`src/rtl/axis_dw_pkg.sv`:
```
// Shared definitions for the axis_dw_* width converters (axis_dw_pack, axis_dw_shift).
// Default geometry plus the member/user types both converters exchange.
`ifndef TUSER_WIDTH_LRELU_IN
`define TUSER_WIDTH_LRELU_IN 8
`endif

package axis_dw_pkg;

  localparam int DEF_WORD_WIDTH  = 8;
  localparam int DEF_UNITS       = 2;
  localparam int DEF_MEMBERS     = 24;
  localparam int DEF_TUSER_WIDTH = `TUSER_WIDTH_LRELU_IN;
  localparam int BITS_MEMBERS    = $clog2(DEF_MEMBERS);

  typedef logic [DEF_UNITS-1:0][DEF_WORD_WIDTH-1:0] member_t;
  typedef logic [DEF_TUSER_WIDTH-1:0]               user_t;

endpackage

```
`src/rtl/axis_dw_pack_if.sv`:
```
// Narrow input stream and wide packed output stream of axis_dw_pack.
// master = the environment around the converter, slave = the converter itself.
interface axis_dw_pack_if #(
  parameter int WORD_WIDTH  = axis_dw_pkg::DEF_WORD_WIDTH,
  parameter int UNITS       = axis_dw_pkg::DEF_UNITS,
  parameter int MEMBERS     = axis_dw_pkg::DEF_MEMBERS,
  parameter int TUSER_WIDTH = axis_dw_pkg::DEF_TUSER_WIDTH
);

  logic                                          s_valid;
  logic                                          s_ready;
  logic [UNITS-1:0][WORD_WIDTH-1:0]              s_data;
  logic [TUSER_WIDTH-1:0]                        s_user;
  logic                                          s_last;

  logic                                          m_valid;
  logic                                          m_ready;
  logic [MEMBERS-1:0][UNITS-1:0][WORD_WIDTH-1:0] m_data;
  logic [MEMBERS-1:0][TUSER_WIDTH-1:0]           m_user;
  logic [MEMBERS-1:0]                            m_keep;
  logic                                          m_last;

  modport master (
    output s_valid, s_data, s_user, s_last, m_ready,
    input  s_ready, m_valid, m_data, m_user, m_keep, m_last
  );

  modport slave (
    input  s_valid, s_data, s_user, s_last, m_ready,
    output s_ready, m_valid, m_data, m_user, m_keep, m_last
  );

endinterface

```
`src/rtl/axis_dw_pack.sv`:
```
// Upsizing AXI-Stream converter: packs MEMBERS narrow members into one wide beat,
// flushing a partial beat on s_last. Fill register plus output register sustain one member per cycle.
module axis_dw_pack #(
  parameter int WORD_WIDTH   = axis_dw_pkg::DEF_WORD_WIDTH,
  parameter int UNITS        = axis_dw_pkg::DEF_UNITS,
  parameter int MEMBERS      = axis_dw_pkg::DEF_MEMBERS,
  parameter int TUSER_WIDTH  = axis_dw_pkg::DEF_TUSER_WIDTH,
  parameter int BITS_MEMBERS = $clog2(MEMBERS)
) (
  input  logic              aclk,
  input  logic              aresetn,
  axis_dw_pack_if.slave     bus
);

  typedef logic [UNITS-1:0][WORD_WIDTH-1:0] member_t;
  typedef logic [TUSER_WIDTH-1:0]           user_t;
  typedef member_t [MEMBERS-1:0]            beat_data_t;
  typedef user_t   [MEMBERS-1:0]            beat_user_t;

  localparam logic [BITS_MEMBERS-1:0] LAST_SLOT = BITS_MEMBERS'(MEMBERS - 1);

  beat_data_t              fill_data, next_data;
  beat_user_t              fill_user, next_user;
  logic [MEMBERS-1:0]      fill_keep, next_keep;
  logic [BITS_MEMBERS-1:0] cnt;
  logic                    pending;
  logic                    pending_last;

  logic accept, complete, out_free, handoff, handoff_last;

  // A completed fill waiting for the output register is the only source of backpressure.
  assign bus.s_ready   = !pending;
  assign accept        = bus.s_valid && !pending;
  assign complete      = accept && ((cnt == LAST_SLOT) || bus.s_last);
  assign out_free      = !bus.m_valid || bus.m_ready;
  assign handoff       = out_free && (complete || pending);
  assign handoff_last  = pending ? pending_last : bus.s_last;

  // Fill contents including the member accepted this cycle; this is what a handoff loads.
  always_comb begin
    // NOTE: every always_comb output gets a default before any conditional write, so no latch is inferred.
    next_data = fill_data;
    next_user = fill_user;
    next_keep = fill_keep;
    if (accept) begin
      next_data[cnt] = bus.s_data;
      next_user[cnt] = bus.s_user;
      next_keep[cnt] = 1'b1;
    end
  end

  always_ff @(posedge aclk or negedge aresetn) begin
    if (!aresetn) begin
      // NOTE: the fill arrays are reset because unwritten slots of a partial beat must read as zero.
      fill_data    <= '0;
      fill_user    <= '0;
      fill_keep    <= '0;
      cnt          <= '0;
      pending      <= 1'b0;
      pending_last <= 1'b0;
    end else begin
      if (handoff) begin
        fill_data <= '0;
        fill_user <= '0;
        fill_keep <= '0;
      end else begin
        fill_data <= next_data;
        fill_user <= next_user;
        fill_keep <= next_keep;
      end

      if (complete)    cnt <= '0;
      else if (accept) cnt <= cnt + 1'b1;

      if (complete && !out_free) begin
        pending      <= 1'b1;
        pending_last <= bus.s_last;
      end else if (pending && out_free) begin
        pending      <= 1'b0;
      end
    end
  end

  // Output register changes only on handoff, so a stalled beat holds steady.
  always_ff @(posedge aclk or negedge aresetn) begin
    if (!aresetn) begin
      bus.m_valid <= 1'b0;
      bus.m_data  <= '0;
      bus.m_user  <= '0;
      bus.m_keep  <= '0;
      bus.m_last  <= 1'b0;
    end else if (handoff) begin
      bus.m_valid <= 1'b1;
      bus.m_data  <= next_data;
      bus.m_user  <= next_user;
      bus.m_keep  <= next_keep;
      bus.m_last  <= handoff_last;
    end else if (bus.m_ready) begin
      bus.m_valid <= 1'b0;
    end
  end

endmodule

```
`src/flat_wrapper.sv`:
```
// flat-port wrapper written by rule: the top's interface ports become plain ports
module axis_dw_pack_flat 
#(
  parameter int WORD_WIDTH   = axis_dw_pkg::DEF_WORD_WIDTH,
  parameter int UNITS        = axis_dw_pkg::DEF_UNITS,
  parameter int MEMBERS      = axis_dw_pkg::DEF_MEMBERS,
  parameter int TUSER_WIDTH  = axis_dw_pkg::DEF_TUSER_WIDTH,
  parameter int BITS_MEMBERS = $clog2(MEMBERS)
)
  (aclk, aresetn, bus_s_valid, bus_s_data, bus_s_user, bus_s_last, bus_m_ready, bus_s_ready, bus_m_valid, bus_m_data, bus_m_user, bus_m_keep, bus_m_last);
  axis_dw_pack_if #(.WORD_WIDTH(WORD_WIDTH), .UNITS(UNITS), .MEMBERS(MEMBERS), .TUSER_WIDTH(TUSER_WIDTH)) bus_i ();
  input  logic aclk;
  input  logic aresetn;
  input wire logic [$bits(bus_i.s_valid)-1:0] bus_s_valid;
  input wire logic [$bits(bus_i.s_data)-1:0] bus_s_data;
  input wire logic [$bits(bus_i.s_user)-1:0] bus_s_user;
  input wire logic [$bits(bus_i.s_last)-1:0] bus_s_last;
  input wire logic [$bits(bus_i.m_ready)-1:0] bus_m_ready;
  output wire logic [$bits(bus_i.s_ready)-1:0] bus_s_ready;
  output wire logic [$bits(bus_i.m_valid)-1:0] bus_m_valid;
  output wire logic [$bits(bus_i.m_data)-1:0] bus_m_data;
  output wire logic [$bits(bus_i.m_user)-1:0] bus_m_user;
  output wire logic [$bits(bus_i.m_keep)-1:0] bus_m_keep;
  output wire logic [$bits(bus_i.m_last)-1:0] bus_m_last;
  assign bus_i.s_valid = bus_s_valid;
  assign bus_i.s_data = bus_s_data;
  assign bus_i.s_user = bus_s_user;
  assign bus_i.s_last = bus_s_last;
  assign bus_i.m_ready = bus_m_ready;
  assign bus_s_ready = bus_i.s_ready;
  assign bus_m_valid = bus_i.m_valid;
  assign bus_m_data = bus_i.m_data;
  assign bus_m_user = bus_i.m_user;
  assign bus_m_keep = bus_i.m_keep;
  assign bus_m_last = bus_i.m_last;
  axis_dw_pack #(.WORD_WIDTH(WORD_WIDTH), .UNITS(UNITS), .MEMBERS(MEMBERS), .TUSER_WIDTH(TUSER_WIDTH), .BITS_MEMBERS(BITS_MEMBERS)) u_core (.aclk(aclk), .aresetn(aresetn), .bus(bus_i));
endmodule
```
`config.mk`:
```
export PLATFORM = sky130hd
export DESIGN_NAME = axis_dw_pack_flat
export DESIGN_NICKNAME = d
export VERILOG_FILES = /design/src/rtl/axis_dw_pkg.sv /design/src/rtl/axis_dw_pack_if.sv /design/src/rtl/axis_dw_pack.sv /design/src/flat_wrapper.sv
export SDC_FILE = /design/constraint.sdc
export NUM_CORES = 2
export LEC_CHECK = 0
export ABC_AREA = 1
export CORE_MARGIN = 2
export CORE_UTILIZATION = 35
export CTS_BUF_LIST = sky130_fd_sc_hd__clkbuf_4 sky130_fd_sc_hd__clkbuf_8
export CTS_CLUSTER_SIZE = 30
export DETAILED_ROUTE_END_ITERATION = 7
export PLACE_DENSITY = 0.66
export SYNTH_ARGS = -nofsm -noshare
export SYNTH_HDL_FRONTEND = slang
export SYNTH_SLANG_ARGS = --single-unit
```
`constraint.sdc`:
```
create_clock -name aclk -period 2.1 [get_ports aclk]
set_input_delay 0.42 -clock aclk [delete_from_list [all_inputs] [get_ports aclk]]
set_output_delay 0.42 -clock aclk [all_outputs]
set_load 0.01 [all_outputs]
```
; After elaboration in Yosys (flattened, before gate mapping)
; Cells that the tools add are included.
[word_totals]
elab_cells = 192
output_inout_bits = 603
inputBits = 29
reg_bits = 1209
[classes]
n_eq_ne = 1
bitwise = 1
n_mux = 21
n_reduce_logical = 15
addsub = 1
magnitude_cmp = 2
[ops]
columns = operator, n
row1 = 384-bit two-way mux, 2
row2 = 384-bit bitwise mux, 1
row3 = 192-bit two-way mux, 2
row4 = 192-bit bitwise mux, 1
row5 = 16-bit demux with 5-bit select, 1
row6 = 24-bit two-way mux, 2
row7 = 8-bit demux with 5-bit select, 1
row8 = 24-bit bitwise OR, 1
row9 = 16-bit two-way mux, 1
row10 = 5-bit two-way mux, 2
row11 = 8-bit two-way mux, 1
row12 = 1-bit logical AND, 6
row13 = "5-bit by 6-bit less-than comparator with 1-bit output, second input constant", 1
row14 = 1-bit two-way mux, 6
row15 = 2-bit nonzero test, 3
row16 = "5-bit by 1-bit adder with 5-bit output, second input constant", 1
row17 = 1-bit demux with 5-bit select, 1
row18 = "5-bit equality test, second input constant", 1
row19 = "5-bit by 1-bit greater-or-equal comparator with 1-bit output, second input constant", 1
row20 = 1-bit logical NOT, 3
row21 = 1-bit logical OR, 3

; Longest topological paths before layout
[depth]
depth_word = 7
depth_mapped = 12
depth_no_buf = 9

; Worst setup path after synthesis
; Ideal clock, no wire load.
[synth_path]
path_kind = register to register
startpoint = register u_core.cnt[0]
endpoint = register u_core.bus.m_keep[10]
required_time_ns = 1.982
stages_incl_launch_ff = 13
n_path_buf = 4
setup_ns = 0.118
synth_period_minus_slack_ns = 1.849
t_arrival_ns = 1.731
path_slack_ns = 0.251
cell_sequence = dfrtp_1 > ha_1 > nand3_2 > inv_2 > nand2_4 > nand3_1 > buf_4 > nand2_4 > buf_6 > buf_4 > buf_4 > nand2_1 > nand2_1
[synth_via]
elab_chain_len = 6
[synth_rtl]
columns = element, line_no
row1 = from (decl), axis_dw_pack.sv:25  ; logic [BITS_MEMBERS-1:0] cnt;
row2 = from (signal assigned), axis_dw_pack.sv:73  ; else if (accept) cnt <= cnt + 1'b1;
row3 = 5-bit by 6-bit less-than comparator with 1-bit output (not written as such) or 5-bit by 1-bit greater-or-equal comparator with 1-bit output (tied branches), axis_dw_pack.sv:48  ; next_keep[cnt] = 1'b1;
row4 = 1-bit logical AND (not written as such), axis_dw_pack.sv:48
row5 = 1-bit two-way mux (not written as such), axis_dw_pack.sv:48
row6 = 1-bit demux with 5-bit select, -
row7 = 24-bit bitwise OR (no line), -
row8 = 24-bit two-way mux, axis_dw_pack.sv:45  ; if (accept) begin
row9 = to (signal assigned), axis_dw_pack.sv:96  ; bus.m_keep <= next_keep;
row10 = to (decl), axis_dw_pack_if.sv:30  ; output s_ready, m_valid, m_data, m_user, m_keep, m_last
; Parallel ways exist; a longest one is shown, timed or not.
; A chain may end at the register's enable or synchronous reset.

; Final worst setup path
[layout_path]
startpoint = register u_core.pending
endpoint = output bus_s_ready
[layout_via]
elab_chain_len = 1
[layout_rtl]
columns = element, line_no
row1 = from (decl), axis_dw_pack.sv:26  ; logic pending;
row2 = from (signal assigned), axis_dw_pack.sv:59  ; pending <= 1'b0;
row3 = from (signal assigned), axis_dw_pack.sv:76  ; pending <= 1'b1;
row4 = from (signal assigned), axis_dw_pack.sv:79  ; pending <= 1'b0;
row5 = 1-bit logical NOT, axis_dw_pack.sv:32  ; assign bus.s_ready = !pending;
row6 = to (decl), flat_wrapper.sv:19  ; output wire logic [$bits(bus_i.s_ready)-1:0] bus_s_ready;
; No other way between the ends.

==> summary.md <==
| Metric | Value |
|---|---|
| Cells after Synth | `5957` |
| Most used cell, CP | `buf_6` |
| Post-layout util | `between 40% and 50%` |
| Die Y | `slightly below 400 µm` |
| Register area share after synthesis | `59.7%` |
| Detailed Place HPWL | `114 mm` |
| Library cells used by synthesis | `23` |
| Initial Util | `a little over a third` |
| Unrepaired setup endpoints after global routing | `true` |
| Vias in the first global route | `between 40000 and 50000` |
| Prevailing post-synth register cell | `dfrtp_1` |
| Filler instances | `14000` |
| Final setup violation count | `0` |
| CP required | `1680 ps` |
| Die area | `148000 µm²` |
| Kind of critical path | `reg2out` |
| Iter 0 DRT Violations | `between 3000 and 4000` |
| Clk pin slew, worst setup/hold paths | `60 ps` |
| Hold Vio Cnt, Final | `0` |
| Cell taking the most area after synthesis | `dfrtp_1` |
| CP Max Fanout | `3` |
| Clk_skew | `50.6 ps` |
| Worst EP arrival | `1640 ps` |
| Leakage Power | `36.8 nW` |
| Initial antenna violation count | `5` |
| Remaining antenna violation count | `0` |
| Clk buf depth | `3` |
| Via-to-Cell Ratio | `4.90` |
| Skew-Pair Late Insertion Delay | `about 950 ps` |
| Status | `complete, but fails checks` |
| # rows | `around 140` |
| Maxcap violations | `0` |
| Share of the synthesized area in the top cell type | `59.7%` |
| WL final | `179 mm` |
| Synth top area cells | `dfrtp_1, nand2_1, and2_1` |
| I/O pin count | `632` |
| VDD IR max | `0.468 mV` |
| Register area | `30300 µm²` |
| Max-slew violation count | `0` |
| Element type at the critical path end | `output pin` |
| Nets@finish | `6796` |
| CTS buffer count | `195` |
| Max Clock Freq | `about 480 MHz` |
| Share of layout cells above drive strength 1 | `17.8%` |
| Syn_nets | `5990` |
| Max_slew headroom | `64.1%` |
| RD Place Congestion | `0.852` |
| Via count | `43200` |
| Worst setup SP type | `register` |
| Synth Cell Area | `50700 µm²` |
| CTS Root Cell | `clkbuf_8` |
| CTS H-tree depth | `4` |
| Initial DRT Pass Iterations | `8` |
| Total GRT Usage | `24.0%` |
| Grt met3 use | `3.98%` |
| PD cells | `952 nW/µm²` |
| Synth async-reset ratio | `100%` |
| Worst-Margin Slew | `539 ps` |
| WL/cell | `20.3 µm` |
| Final instance count without filler cells | `8821` |
| GR Util met1 | `33.3%` |
| Placed cells | `approximately 8400` |
| CTS Sinks | `approximately 1200` |
| Core area | `about 140000 µm²` |
| Die width | `385 µm` |
| Grt ovf | `0` |
| Largest stage delay, worst path | `about 400 ps` |
| Cell chain of the critical path | `inv_2 -> buf_6 -> buf_6` |
| CTS tree | `yes` |
| Fin crit period | `2060 ps` |
| FF+latch count, synth | `1209` |
| GRT busiest layer | `met2` |
| Yosys warns | `0` |
| Synthesis-to-layout area growth | `27.8%` |
| Footprint of the multi-input gates | `18500 µm²` |
| Largest net degree at the start of global routing | `between 90 and 100` |
| Post-route DRC | `80` |
| Syn_area_per_cell | `8.51 µm²` |
| Period utilization | `98.3%` |
| Total chip power | `0.0617 W` |
| Failing checks | `DRC` |
| Grt met2 use | `between 30% and 40%` |
| First-pass GRT wire length | `268 mm` |
| Slowest cell on crit path | `dfrtp_1` |
| Number of synthesized flops with an enable pin | `0` |
| IO buf count | `631` |
| Hold Path Class | `in2async` |
## power breakdown
part | internal, W | switching (W)
Combinational | 0.00472 | 0.00750
Sequential | 0.0260 | 0.00160
Clock | 0.0121 | 0.00984
Total | 0.0428 | 0.0189
## final timing paths
check / startpoint / to / slack, ps / depth (start not counted)
min reg2reg: u_core.bus.m_data[315]$_DFFE_PN0P_ / u_core.bus.m_data[315]$_DFFE_PN0P_ / 470 / 2
max reg2reg: u_core.cnt[0]$_DFFE_PN0P_ / u_core.fill_data[253]$_DFF_PN0_ / 100 / 9
min: aresetn / u_core.fill_data[220]$_DFF_PN0_ / 110 / 2
max in group asynchronous: aresetn / u_core.bus.m_data[30]$_DFFE_PN0P_ / 800 / 3
min in group aclk: bus_s_data[6] / u_core.bus.m_data[6]$_DFFE_PN0P_ / 140 / 6
max: u_core.pending$_DFFE_PN0P_ / bus_s_ready / 40 / 3
## critical path, delay by kind of cell, from the launching register on
family | cells | cell delay, ps
buffers and inverters | 3 | 310
flip-flops | 1 | 400
## cell usage after synthesis (all sizes together), types with 2 or more instances
cell and instances:
nand2 2969, nor3 2, dfrtp 1209, ha 4, nand4 2, clkbuf 272, and2 552, nand3b 19
inv 66, nand3 619, o21ai 4, nor2 94, buf 142
## final cells by class
cell class / count / share of cell area, %
Antenna cell: 6 / 0.0232
Clock buffer: 319 / 6.03
Clock inverter: 27 / 0.492
Inverter: 66 / 0.382
Multi-Input combinational cell: 4268 / 28.5
Sequential cell: 1209 / 46.7
Tap cell: 1903 / 3.67
Timing Repair Buffer: 1023 / 14.2
## repair_timing
item / 4_1_cts / 5_1_grt
endpoints found under the hold margin: 964 / 0
setup endpoints to repair: 640 / 353
gates cloned: 0 / 3
buffers inserted: 57 / 2
hold buffers: 21 / 0
pin swaps: 0 / 1
resized for setup: 2034 / 26
## metal layers
layer	up-vias	share of wire, %
met1	21100	43
met5	-	0
li1	20000	-
met2	1772	46
met4	0	4.0
met3	333	7.1
## state kept, by name (all words and copies together), names as in the netlist
signal	flops
u_core.fill_data	384
u_core.fill_keep	24
u_core.bus.m_valid	1
u_core.bus.m_user	192
u_core.pending	1
u_core.pending_last	1
u_core.bus.m_last	1
u_core.bus.m_data	384
u_core.fill_user	192
u_core.bus.m_keep	24
u_core.cnt	5
## stage by stage
step | TNS (ps) | worst slack, ps | cell area [µm²] | hold slack [ps]
2_1_floorplan | 0 | 251 | 50700 | 124
3_3_place_gp | -234100 | -359 | 61400 | 398
3_5_place_dp | -245890 | -417 | 61400 | 392
4_1_cts | -139 | -88.7 | 64600 | 8.34
5_1_grt | -272 | -60.9 | 64800 | 61.9
6_report | 0 | 36.4 | 64800 | 109
## placed cells by master (no fill, tap or decap), types with 2 or more instances in the layout
cell             Yosys  final
nand3b_1            19     19
dfrtp_2              0     17
inv_12               0     10
buf_2               93    387
inv_2                4      9
o21ai_0              4      4
nor3_1               2      2
nand3_2              1      4
clkbuf_4             0     77
clkbuf_8             0    242
bufinv_16            0      2
diode_2              0      6
clkbuf_16            0      3
ha_1                 4      2
nand3_4              1      2
clkinv_2             0     11
nand2_1           2967   2966
inv_1               62     57
nand4_1              2      2
buf_6                2     11
clkdlybuf4s15_1      0    177
clkdlybuf4s50_1      0      3
nor2_1              93     70
dfrtp_1           1209   1192
buf_4               47    232
and2_1             552    552
nor2_2               1     19
nand2_4              2      2
clkdlybuf4s15_2      0     59
dlygate4sd3_1        0     21
nand3_1            617    613
buf_12               0    124
buf_16               0      5
nor2_4               0      5
ha_2                 0      2
## kinds of logic after synthesis
kind of cell,synth area share [%]
AO/OA/AOI/OAI,0.0765
adder cells (fa/ha/maj),0.0987
buffers and inverters,4.16
flip-flops,59.7
AND/OR/NAND/NOR,36.0
Note: power is estimated with default switching activity, not from simulation.
